## config.mk

```make
export PLATFORM = sky130hd
export DESIGN_NAME = dram_cache_lookup_engine
export DESIGN_NICKNAME = d
export VERILOG_FILES = /design/src/rtl/dram_cache_pkg.sv /design/src/rtl/dram_cache_lookup_engine_tracker.sv /design/src/rtl/dram_cache_lookup_engine.sv
export SDC_FILE = /design/constraint.sdc
export NUM_CORES = 1
export LEC_CHECK = 0
export CAP_MARGIN = 5
export CORE_MARGIN = 2
export CORE_UTILIZATION = 55
export DETAILED_ROUTE_END_ITERATION = 6
export PLACE_DENSITY = 0.84
export SYNTH_ARGS = -nofsm -noshare
export SYNTH_HDL_FRONTEND = slang
export SYNTH_SLANG_ARGS = --single-unit
```

## constraint.sdc

```tcl
create_clock -name clk -period 10.6 [get_ports clk]
set_clock_uncertainty 0.2 [all_clocks]
set_input_delay 2.65 -clock clk [delete_from_list [all_inputs] [get_ports clk]]
set_output_delay 2.65 -clock clk [all_outputs]
set_load 0.01 [all_outputs]
```

## src/rtl/dram_cache_pkg.sv

```systemverilog
// rtl/dram_cache_pkg.sv - shared types and address helpers for the DRAM cache lookup engine
package dram_cache_pkg;

    localparam int ADDR_W   = 64;
    localparam int ID_W     = 16;
    localparam int INDEX_W  = 4;
    localparam int OFFSET_W = 5;
    localparam int TAG_W    = ADDR_W - INDEX_W - OFFSET_W;
    localparam int DATA_W   = 72;

    typedef struct packed {
        logic              write;
        logic [ID_W-1:0]   id;
        logic [ADDR_W-1:0] addr;
    } lookup_req_t;

    typedef struct packed {
        logic              hit;
        logic              write;
        logic [ID_W-1:0]   id;
        logic [ADDR_W-1:0] addr;
        logic [DATA_W-1:0] data;
    } lookup_res_t;

    function automatic logic [INDEX_W-1:0] get_index(input logic [ADDR_W-1:0] addr);
        return addr[OFFSET_W +: INDEX_W];
    endfunction

    function automatic logic [TAG_W-1:0] get_tag(input logic [ADDR_W-1:0] addr);
        return addr[OFFSET_W+INDEX_W +: TAG_W];
    endfunction

endpackage

```

## src/rtl/dram_cache_lookup_engine_tracker.sv

```systemverilog
// rtl/dram_cache_lookup_engine_tracker.sv - in-order circular buffer of outstanding lookups
module dram_cache_lookup_engine_tracker
    import dram_cache_pkg::*;
#(
    parameter int DEPTH = 4,
    parameter int PTR_W = $clog2(DEPTH)
) (
    input  logic                     clk,
    input  logic                     rst_n,
    input  logic                     push,
    input  lookup_req_t              push_data,
    input  logic                     pop,
    output lookup_req_t              head,
    output logic [PTR_W:0]           count,
    output logic [DEPTH*INDEX_W-1:0] ent_index,
    output logic [DEPTH-1:0]         ent_write
);

    lookup_req_t      mem [DEPTH];
    logic [PTR_W-1:0] wr_ptr;
    logic [PTR_W-1:0] rd_ptr;

    always_ff @(posedge clk or negedge rst_n) begin
        if (!rst_n) begin
            wr_ptr <= '0;
            rd_ptr <= '0;
            count  <= '0;
        end else begin
            if (push) wr_ptr <= wr_ptr + 1'b1;
            if (pop)  rd_ptr <= rd_ptr + 1'b1;
            case ({push, pop})
                2'b10:   count <= count + 1'b1;
                2'b01:   count <= count - 1'b1;
                default: count <= count;
            endcase
        end
    end

    always_ff @(posedge clk) begin
        if (push) mem[wr_ptr] <= push_data;
    end

    assign head = mem[rd_ptr];

    // An entry is live when its distance from the read pointer is below the occupancy.
    always_comb begin
        ent_index = '0;
        ent_write = '0;
        for (int i = 0; i < DEPTH; i++) begin
            ent_index[i*INDEX_W +: INDEX_W] = get_index(mem[i].addr);
            ent_write[i] = mem[i].write && ({1'b0, PTR_W'(i) - rd_ptr} < count);
        end
    end

endmodule

```

## src/rtl/dram_cache_lookup_engine.sv

```systemverilog
// rtl/dram_cache_lookup_engine.sv - in-order DRAM cache tag lookup engine with hazard stall and stats
module dram_cache_lookup_engine
    import dram_cache_pkg::*;
#(
    parameter int ADDR_WIDTH      = ADDR_W,
    parameter int ID_WIDTH        = ID_W,
    parameter int INDEX_WIDTH     = INDEX_W,
    parameter int OFFSET_WIDTH    = OFFSET_W,
    parameter int TAG_WIDTH       = TAG_W,
    parameter int DATA_WIDTH      = DATA_W,
    parameter int MAX_OUTSTANDING = 4,
    parameter int CNT_WIDTH       = 32
) (
    input  logic                   clk,
    input  logic                   rst_n,
    input  logic                   req_valid_i,
    output logic                   req_ready_o,
    input  logic                   req_write_i,
    input  logic [ID_WIDTH-1:0]    req_id_i,
    input  logic [ADDR_WIDTH-1:0]  req_addr_i,
    output logic [ID_WIDTH-1:0]    arid_o,
    output logic [INDEX_WIDTH-1:0] araddr_o,
    output logic                   arvalid_o,
    input  logic                   arready_i,
    input  logic [DATA_WIDTH-1:0]  rdata_i,
    input  logic [TAG_WIDTH:0]     rtag_i,
    input  logic                   rvalid_i,
    output logic                   rready_o,
    output logic                   res_valid_o,
    input  logic                   res_ready_i,
    output logic                   res_hit_o,
    output logic                   res_write_o,
    output logic [ID_WIDTH-1:0]    res_id_o,
    output logic [ADDR_WIDTH-1:0]  res_addr_o,
    output logic [DATA_WIDTH-1:0]  res_data_o,
    output logic [CNT_WIDTH-1:0]   hit_cnt_o,
    output logic [CNT_WIDTH-1:0]   miss_cnt_o,
    output logic                   err_o
);

    localparam int PTR_W = $clog2(MAX_OUTSTANDING);

    logic [PTR_W:0]                         count;
    lookup_req_t                            push_data;
    lookup_req_t                            head;
    logic [MAX_OUTSTANDING-1:0]             ent_write;
    logic [MAX_OUTSTANDING*INDEX_WIDTH-1:0] ent_index;
    lookup_res_t                            res_q;
    logic [INDEX_WIDTH-1:0]                 req_index;
    logic                                   run;
    logic                                   hazard;
    logic                                   accept;
    logic                                   r_hs;
    logic                                   hit;

    dram_cache_lookup_engine_tracker #(.DEPTH(MAX_OUTSTANDING)) u_tracker (
        .clk       (clk),
        .rst_n     (rst_n),
        .push      (accept),
        .push_data (push_data),
        .pop       (r_hs),
        .head      (head),
        .count     (count),
        .ent_index (ent_index),
        .ent_write (ent_write)
    );

    assign req_index = req_addr_i[OFFSET_WIDTH +: INDEX_WIDTH];
    assign push_data = '{write: req_write_i, id: req_id_i, addr: req_addr_i};

    // A write lookup owns its set until its result has left the result register.
    always_comb begin
        hazard = res_valid_o && res_q.write && (get_index(res_q.addr) == req_index);
        for (int i = 0; i < MAX_OUTSTANDING; i++) begin
            if (ent_write[i] && (ent_index[i*INDEX_WIDTH +: INDEX_WIDTH] == req_index)) hazard = 1'b1;
        end
    end

    // run keeps ready low while in reset; count MSB set means the tracker is full.
    assign req_ready_o = run && !count[PTR_W] && !hazard && (!arvalid_o || arready_i);
    assign accept      = req_valid_i && req_ready_o;
    assign rready_o    = (count != '0) && (!res_valid_o || res_ready_i);
    assign r_hs        = rvalid_i && rready_o;
    assign hit         = rtag_i[TAG_WIDTH] &&
                         (rtag_i[TAG_WIDTH-1:0] == head.addr[OFFSET_WIDTH+INDEX_WIDTH +: TAG_WIDTH]);

    always_ff @(posedge clk or negedge rst_n) begin
        if (!rst_n) begin
            run       <= 1'b0;
            arvalid_o <= 1'b0;
            arid_o    <= '0;
            araddr_o  <= '0;
        end else begin
            run <= 1'b1;
            if (accept) begin
                arvalid_o <= 1'b1;
                arid_o    <= req_id_i;
                araddr_o  <= req_index;
            end else if (arready_i) begin
                arvalid_o <= 1'b0;
            end
        end
    end

    always_ff @(posedge clk or negedge rst_n) begin
        if (!rst_n) begin
            res_valid_o <= 1'b0;
            res_q       <= '0;
            hit_cnt_o   <= '0;
            miss_cnt_o  <= '0;
            err_o       <= 1'b0;
        end else begin
            if (rvalid_i && (count == '0)) err_o <= 1'b1;
            if (r_hs) begin
                res_valid_o <= 1'b1;
                res_q       <= '{hit: hit, write: head.write, id: head.id, addr: head.addr, data: rdata_i};
                if (hit) begin
                    if (hit_cnt_o != '1) hit_cnt_o <= hit_cnt_o + 1'b1;
                end else begin
                    if (miss_cnt_o != '1) miss_cnt_o <= miss_cnt_o + 1'b1;
                end
            end else if (res_ready_i) begin
                res_valid_o <= 1'b0;
            end
        end
    end

    assign res_hit_o   = res_q.hit;
    assign res_write_o = res_q.write;
    assign res_id_o    = res_q.id;
    assign res_addr_o  = res_q.addr;
    assign res_data_o  = res_q.data;

endmodule

```

# Yosys cells after proc, flatten, opt, wreduce, memory -nomap -nowiden
# Memory sizes are Yosys's and may differ from the RTL's.
# Index checks and enable logic that the tools add are counted.
# word_totals
register_bits	249
latchBits	0
ramBits	324
mem_bits_ro	0
out_inout_bits	243
wordCells	84
mem_count	1
# mem_list
memory	words	word_bits	read_ports	rd_clocked_by_memory_dff	wr	line_no	rtl
u_tracker.mem	4	81	5	0	1	dram_cache_lookup_engine_tracker.sv:19	lookup_req_t mem [DEPTH];
# op_classes
n_addsub	10
mul	0
div_mod_pow	0
order_cmp	4
n_eq_ne	10
shifts	0
mux	11
n_bitwise	1
reduce_logical	31
# ops
op	n
$add A32 B1 Y32 const B	2
$ne A32 B32 Y1 const B	2
$eq A55 B55 Y1	1
$eq A4 B4 Y1	5
$logic_and A1 B1 Y1	18
$lt A2 B3 Y1	4
$mux W1	10
$pmux W3 S2	1
$reduce_and A3 Y1	2
$reduce_bool A2 Y1	3
$add A2 B1 Y2 const B	2
$logic_not A1 Y1	4
$sub A1 B2 Y2 const A	2
$sub A2 B2 Y2 const A	2
$add A3 B1 Y3 const B	1
$logic_not A3 Y1	1
$reduce_bool A3 Y1	1
$sub A3 B1 Y3 const B	1
$eq A2 B1 Y1 const B	1
$eq A2 B2 Y1 const B	1
$logic_or A1 B1 Y1	2
$not A1 Y1	1

# Longest topological paths before layout
# Gate-level depths: netlist (run 1).
# logic_depth
depth_word	14
ltp_mapped	22
mapped_depth_nobuf	15

# Modules after synthesis
# From an unflattened synthesis (run 1), not the netlist that was laid out.
# hier_totals
hier_cells	1576
area_unflattened_um2	22793.1
# by_module_without_submodules
mod	n_inst	cells_per_inst	area_each_um2	seq_area_each_um2
dram_cache_lookup_engine_tracker	1	493	12355.6	9904.5
dram_cache_lookup_engine	1	1083	10437.5	6055.8

# Worst setup path before layout (run 1)
# OpenSTA, ideal clock, no wires.
# synth_timing
path_type	input port to output port
startpoint	input port req_addr_i[6]
endpoint	output port req_ready_o
arrival_time_ns	3.858
slack_ns	3.892
path_stages	6
cell_sequence	clkbuf_1 > xor2_1 > a2111oi_0 > nand4b_1 > nand3_1 > a311oi_1
# synth_between
elab_chain_cells	9
# synth_rtl
element	line_no	rtl
from (decl)	dram_cache_lookup_engine.sv:20	input logic [ADDR_WIDTH-1:0] req_addr_i,
$eq A4 B4 Y1, on equally long branches	dram_cache_lookup_engine.sv:73, dram_cache_lookup_engine.sv:75	
$logic_and A1 B1 Y1, on equally long branches	dram_cache_lookup_engine.sv:73, dram_cache_lookup_engine.sv:75	
$mux W1 (3 in series)	dram_cache_lookup_engine.sv:75	if (ent_write[i] && (ent_index[i*INDEX_WIDTH +: INDEX_WIDTH] == req_index)) hazard = 1'b1;
$mux W1 *	dram_cache_lookup_engine.sv:75	
$logic_not A1 Y1 *	dram_cache_lookup_engine.sv:80	assign req_ready_o = run && !count[PTR_W] && !hazard && (!arvalid_o || arready_i);
$logic_and A1 B1 Y1 * (2 in series)	dram_cache_lookup_engine.sv:80	
to (decl)	dram_cache_lookup_engine.sv:17	output logic req_ready_o,
# Every way passes the cells marked *; elsewhere a longest branch is shown, timed or not.

# Final worst setup path (run 1)
# Same ends and word-level chain as after synthesis.

==> impl_metrics.tcl, run 1 <==
set metrics [dict create \
    cts_tree "done" \
    syn_inst 1699 \
    cts_sinks 573 \
    synth_largest_area_cell "edfxtp_1" \
    gp_congestion 0.903 \
    worstSetupPathType "in2out" \
    dr.pass1.iters 6 \
    syn_nets 1926 \
    cts-root-buf "clkbuf_16" \
    synth_async_sr_flop_share_pct 43.5 \
    finalHoldViolations 0 \
    required_ns 7.75 \
    start_util_pct 55.8 \
    ys_warn_count 0 \
    report.final.setup_viol 0 \
    slowest_stage "clkdlybuf4s50_1" \
    die_area_mm2 0.0442 \
    ff2ff_setup_slack_ns 4.89 \
    rsz0062_at_grt "no" \
    ios 458 \
    grt_max_degree 88 \
    critical_path.max_fanout 11 \
    core_region_area_mm2 0.0419 \
    routedWlPerCell_um 22.4 \
    clk_latency_ns 0.62 \
    cts_buffers 57 \
    hpwl_mm 41.1 \
    path_cells "clkdlybuf4s50_1 > xor2_1 > a2111oi_0 > nand4b_1 > nand3_1 > a311oi_1 > clkdlybuf4s50_1" \
    clock_path_buffers 3 \
    status "complete, no violations" \
    rr_worst_depth 10 \
    synth_top_area_share_pct 41.6 \
    yosysUniqueCellTypes 56 \
    slew_headroom_pct 25.0 \
    fmax_mhz 123 \
    grt_pass1_wl_mm 93.6 \
    max_cap_viol_count 0 \
    dr.first_iter.drc_count 1232 \
    cpPeakStageDelay_ns 0.81 \
    ys_seq_elements 573 \
    antenna_left 0 \
    cts-hold-fix-buffers 0 \
    fin_total_pwr_uw 7680 \
    r2r-start "u_tracker.rd_ptr[1]" \
    startpoint_type "input port" \
    fp.dieW_um 210 \
    reg2reg_to "hit_cnt_o[1]" \
    final_nets 2382 \
    port_buffers 457 \
    vias 15600 \
    fin_setup_tns_ns 0 \
    leakagePower_uw 0.0121 \
    cp.arrival_ns 5.26 \
    hp-class "reg2reg" \
    syn_area_mm2 0.0234 \
    crit_start "req_addr_i[6]" \
    drive_above_1_share_pct 10.3 \
    rows 75 \
    synth_area_leaders "edfxtp_1 42%, dfrtp_1 27%, nand2_1 7.8%" \
    power_density_mw_per_mm2 253 \
    seq_area_frac_synth_pct 68.2 \
    die_y_um 210 \
    avgSynthCellArea_um2 13.8 \
    clk_pin_slew_worst_paths_ns 0.06 \
    antenna_found_initial 16 \
    wirelength_mm 61.7 \
    area_growth_pct 29.9 \
    setup.worst_path.end_class "primary output" \
    worstMarginPinSlew_ns 1.12 \
    post_cts_resized 0 \
    endpoint "req_ready_o" \
    via_per_inst 5.64 \
    grt_overflow 0 \
    grt_pass1_vias 16200 \
    ys.flop_type "edfxtp_1" \
    slew_viol_final 0 \
    critPathMostFrequentCell "clkdlybuf4s50_1" \
    route.detailed.drc 0 \
    finalCritPeriodShare_pct 76.5 \
    cts_setup_buffers 0 \
    h-tree-depth 2 \
    grtUsageTotal_pct 28.0 \
    synth_edf_count 324 \
    ir_drop_mv 0.180 \
    fin_crit_ns 8.11 \
]
-- cell usage in the layout (no fill, tap or decap), types with 16 or more instances in the layout --
cell             instances
nand2_1                484
clkdlybuf4s50_1        456
edfxtp_1               324
dfrtp_1                247
mux4_2                  70
xor2_1                  62
clkbuf_16               57
xnor2_1                 55
mux2i_1                 45
inv_1                   36
nor2_1                  34
nand3_1                 33
mux2_2                  32
nor3_1                  21
nand4_1                 20
nor4_1                  18
and3_1                  17
diode_2                 16
buf_4                   16
-- kinds of logic (layout without fill, tap and decap cells) --
logic type / Yosys count / in the layout / synth area share (%)
AND/OR/NAND/NOR: 671 / 671 / 12.4
flip-flops: 573 / 573 / 68.2
multiplexers: 147 / 147 / 10.2
XOR/XNOR: 117 / 117 / 4.38
buffers and inverters: 114 / 619 / 2.11
AO/OA/AOI/OAI: 64 / 64 / 2.02
adder cells (fa/ha/maj): 12 / 12 / 0.674
other: 1 / 17 / 0.0160
-- layer usage --
metal,wire length [µm],up-vias,track usage [%]
met3,4710,142,6.17
met4,2650,2,14.5
li1,-,6954,-
met5,13,-,0
met1,23300,7830,34.5
met2,31000,641,47.0
-- registers in the layout, indices dropped and copies added, names as in the netlist, 3 cells and up --
signal and count:
u_tracker.mem 324, res_data_o 72, res_addr_o 64, hit_cnt_o 32
miss_cnt_o 32, arid_o 16, res_id_o 16, araddr_o 4
u_tracker.count 3
-- worst max-delay path, delay by kind of cell --
family          cells  cell delay, ns
compound gates      2            0.71
xor+xnor            1            0.21
simple gates        2            0.19
buf+inv             2            1.49
-- where the power goes --
part	internal, µW	switching [µW]	leakage (µW)
Sequential	2820	308	0.00604
Combinational	1270	1280	0.00519
Clock	1150	861	0.000919
-- layout make-up --
type	count	area, µm²
diodes	16	40.0
clock inverters	35	357
repair buffers	473	4700
clock buffers	73	1530
inverters	38	148
flip-flops and latches	573	16000
multi-input cells	1012	6970
well taps	539	674
fillers	2705	11600
-- worst min-delay path by stage --
stage                       start                 end  depth (start not counted)
3_3_place_gp                err_o               err_o                          1
5_1_grt                     err_o               err_o                          1
2_1_floorplan  u_tracker.count[1]  u_tracker.count[1]                          2
3_5_place_dp                err_o               err_o                          1
6_report                    err_o               err_o                          1
4_1_cts                     err_o               err_o                          1
-- Yosys cell counts (all sizes together), types with 2 or more instances --
| cell type | count |
|---|---|
| nand4b | 2 |
| o2bb2ai | 2 |
| edfxtp | 324 |
| nor3 | 25 |
| nand4 | 20 |
| mux2 | 32 |
| nand2b | 5 |
| o2111ai | 7 |
| xor2 | 62 |
| mux4 | 70 |
| clkbuf | 43 |
| a22oi | 9 |
| xnor2 | 55 |
| dfrtp | 249 |
| and3 | 21 |
| a2111oi | 2 |
| nand2 | 485 |
| or3 | 3 |
| and4 | 2 |
| ha | 11 |
| nand3 | 33 |
| o21ai | 13 |
| a21o | 2 |
| and2 | 4 |
| o22ai | 6 |
| nor2 | 35 |
| inv | 38 |
| o211ai | 4 |
| o221ai | 5 |
| mux2i | 45 |
| nor4 | 18 |
| nor2b | 2 |
| buf | 33 |
| a21oi | 8 |
| nor3b | 7 |
| or2 | 6 |
-- per-stage QoR --
step / instances / utilization [%] / hold WS (ns) / setup WS (ns) / instance area, µm²
3_5_place_dp: 2635 / 67.8 / 0.243 / 2.52 / 28500
2_1_floorplan: 1699 / - / 0.272 / 3.89 / 23400
4_1_cts: 2743 / 72.3 / 0.257 / 2.50 / 30300
3_3_place_gp: 2635 / 67.8 / 0.239 / 2.56 / 28500
5_1_grt: 2755 / 72.4 / 0.274 / 2.36 / 30400
6_report: 2759 / 72.4 / 0.256 / 2.49 / 30400
(Power assumes the default switching activity.)
==> inputs of run 2 (changes only) <==
Settings changed: CORE_UTILIZATION 55 to 47, PLACE_DENSITY 0.84 to 0.77.
Clock period 10.6 ns to 7 ns, I/O delays scaled along.
==> run 2 against run 1 <==
Clock power is 59% higher. Final area grew 1.3%. First-iteration DRC count grew 7.5%. Cell count increased by 4.6%. Via count is essentially flat. Register-to-register slack lost 3.1 ns. Global-route usage down 4.3 points. Routed wire length is 0.71% higher. Power grew 54%. Critical path depth grew 1. Critical endpoint unchanged. Highest routed layer unchanged.
==> impl_metrics.tcl, run 2 (same netlist as run 1, synthesis figures left out) <==
set metrics [dict create \
    status "complete, no violations" \
    cts-hold-fix-buffers 0 \
    power_density_mw_per_mm2 384 \
    cts_sinks 573 \
    path_buf_inv 3 \
    fmax_mhz 165 \
    rsz0062_at_grt "no" \
    largest_register_ffs 324 \
    ios 458 \
    routedWlPerCell_um 21.5 \
    die_y_um 227 \
    worstSetupPathType "in2out" \
    final_cell_mix "484 x nand2_1, 456 x clkdlybuf4s50_1, 324 x edfxtp_1, 247 x dfrtp_1, 70 x mux4_2" \
    ir_drop_mv 0.295 \
    finalCritPeriodShare_pct 86.7 \
    pwr-share-comb_pct 32.6 \
    regMostFlops "u_tracker.mem" \
    area_growth_pct 31.6 \
    post_cts_resized 0 \
    hp-class "reg2reg" \
    slew_headroom_pct 38.9 \
    r2r-start "u_tracker.rd_ptr[0]" \
    cts_setup_buffers 0 \
    antenna_found_initial 13 \
    hpwl_mm 41.6 \
    grtUsageTotal_pct 23.8 \
    dr.pass1.iters 5 \
    vias 15600 \
    critical_path.max_fanout 10 \
    drive_above_1_share_pct 11.1 \
    grt_max_degree 112 \
    grt_pass1_vias 15600 \
    pre_cts_ws_ns 0.954 \
    p_clk_share_pct 27.1 \
    max_cap_viol_count 0 \
    rows 81 \
    ff2ff_setup_slack_ns 1.81 \
    p_seq_share_pct 40.3 \
    dr.first_iter.drc_count 1325 \
    cpPeakStageDelay_ns 0.67 \
    die_area_mm2 0.0516 \
    leakagePower_uw 0.0123 \
    finalHoldViolations 0 \
    cts-root-buf "clkbuf_16" \
    p_switching_uw 3740 \
    crit_start "req_addr_i[7]" \
    cts_buffers 59 \
    internal_power_uw 8080 \
    path_cells "clkdlybuf4s50_1 > xor2_1 > a2111oi_0 > nand4b_1 > nand3_1 > a311oi_1 > buf_4 > clkdlybuf4s50_1" \
    clock_path_buffers 3 \
    clk_pin_slew_worst_paths_ns 0.06 \
    fin_setup_tns_ns 0 \
    critPathMostFrequentCell "clkdlybuf4s50_1" \
    crit_family "buffers and inverters" \
    setup.worst_path.end_class "primary output" \
    min_from "res_data_o[53]" \
    startpoint_type "input port" \
    clk_latency_ns 0.63 \
    required_ns 5.05 \
    cts_tree "done" \
    port_buffers 457 \
    grt_pass1_wl_mm 92.5 \
    worstMarginPinSlew_ns 0.916 \
    wirelength_mm 62.1 \
    slowest_stage "clkdlybuf4s50_1" \
    final_common_cell "nand2_1" \
    cp.arrival_ns 4.12 \
    fp.dieW_um 227 \
    slew_viol_final 0 \
    antenna_left 0 \
    fill_cells 3626 \
    setup_ws_ns 0.931 \
    sw_frac_of_total_pct 31.7 \
    fin_crit_ns 6.07 \
    start_util_pct 47.7 \
    grt_overflow 0 \
    final_nets 2389 \
    route.detailed.drc 0 \
    gp_congestion 0.852 \
    report.final.setup_viol 0 \
    core_region_area_mm2 0.0491 \
    via_per_inst 5.39 \
    h-tree-depth 2 \
]
==> run 2: cell count changes in the layout (fill, tap and decap cells not counted), moves of 3 or more <==
| cell | change |
|---|---|
| buf_12 | +6 |
| clkbuf_8 | +6 |
| clkbuf_1 | -3 |
| clkbuf_16 | +3 |
| diode_2 | -6 |
| clkinv_4 | +4 |
| clkinv_1 | -6 |
==> run 2: area by class of cell <==
class,instances,area (µm²),area share [%]
antenna,10,25.0,0.0813
clock buffer,79,1670,5.44
clock inverter,32,347,1.13
inverter,38,148,0.480
multi-input combinational,1012,6970,22.6
sequential,573,16000,51.9
tap,664,831,2.70
timing repair buffer,478,4810,15.6
==> run 2: per-stage QoR <==
step	hold slack [ns]	util [%]	cell area (µm²)	total power, µW	cells
floorplan	0.272	-	23400	6750	1699
global placement	0.247	58.6	28700	8600	2765
detailed placement	0.261	58.6	28700	8700	2765
CTS	0.276	62.7	30700	11900	2876
global route	0.292	62.7	30800	12400	2884
finish	0.272	62.7	30800	11800	2886
==> run 2: worst paths after layout <==
kind	endpoint	cells past startpoint
setup / recovery	req_ready_o	8
hold / removal	res_data_o[53]	2
setup reg to reg	miss_cnt_o[24]	10
hold reg to reg	res_data_o[53]	2
max in group asynchronous	res_data_o[10]	2
min in group asynchronous	res_addr_o[28]	1
==> run 2: power groups by stage <==
stage,Clock (µW),Sequential (µW),Combinational [µW]
after floorplan,0,4880,1870
after global placement,0,4790,3800
after detailed placement,0,4830,3870
after CTS,3250,4770,3890
after global routing,3390,4850,4160
final,3200,4770,3850
==> run 2: routing by layer <==
layer	part of all wire [%]	GRT usage (%)	vias up
met5	0.068	0	-
met4	3.0	8.64	6
met3	7.1	4.87	109
met2	50	40.3	573
met1	40	30.4	7899
li1	-	-	6976
==> run 2: tightest hold or removal path: cells and delay by family, from the launching register on <==
family	cells	cell delay (ns)
flip-flops	1	0.34
AND/OR/NAND/NOR	2	0.10
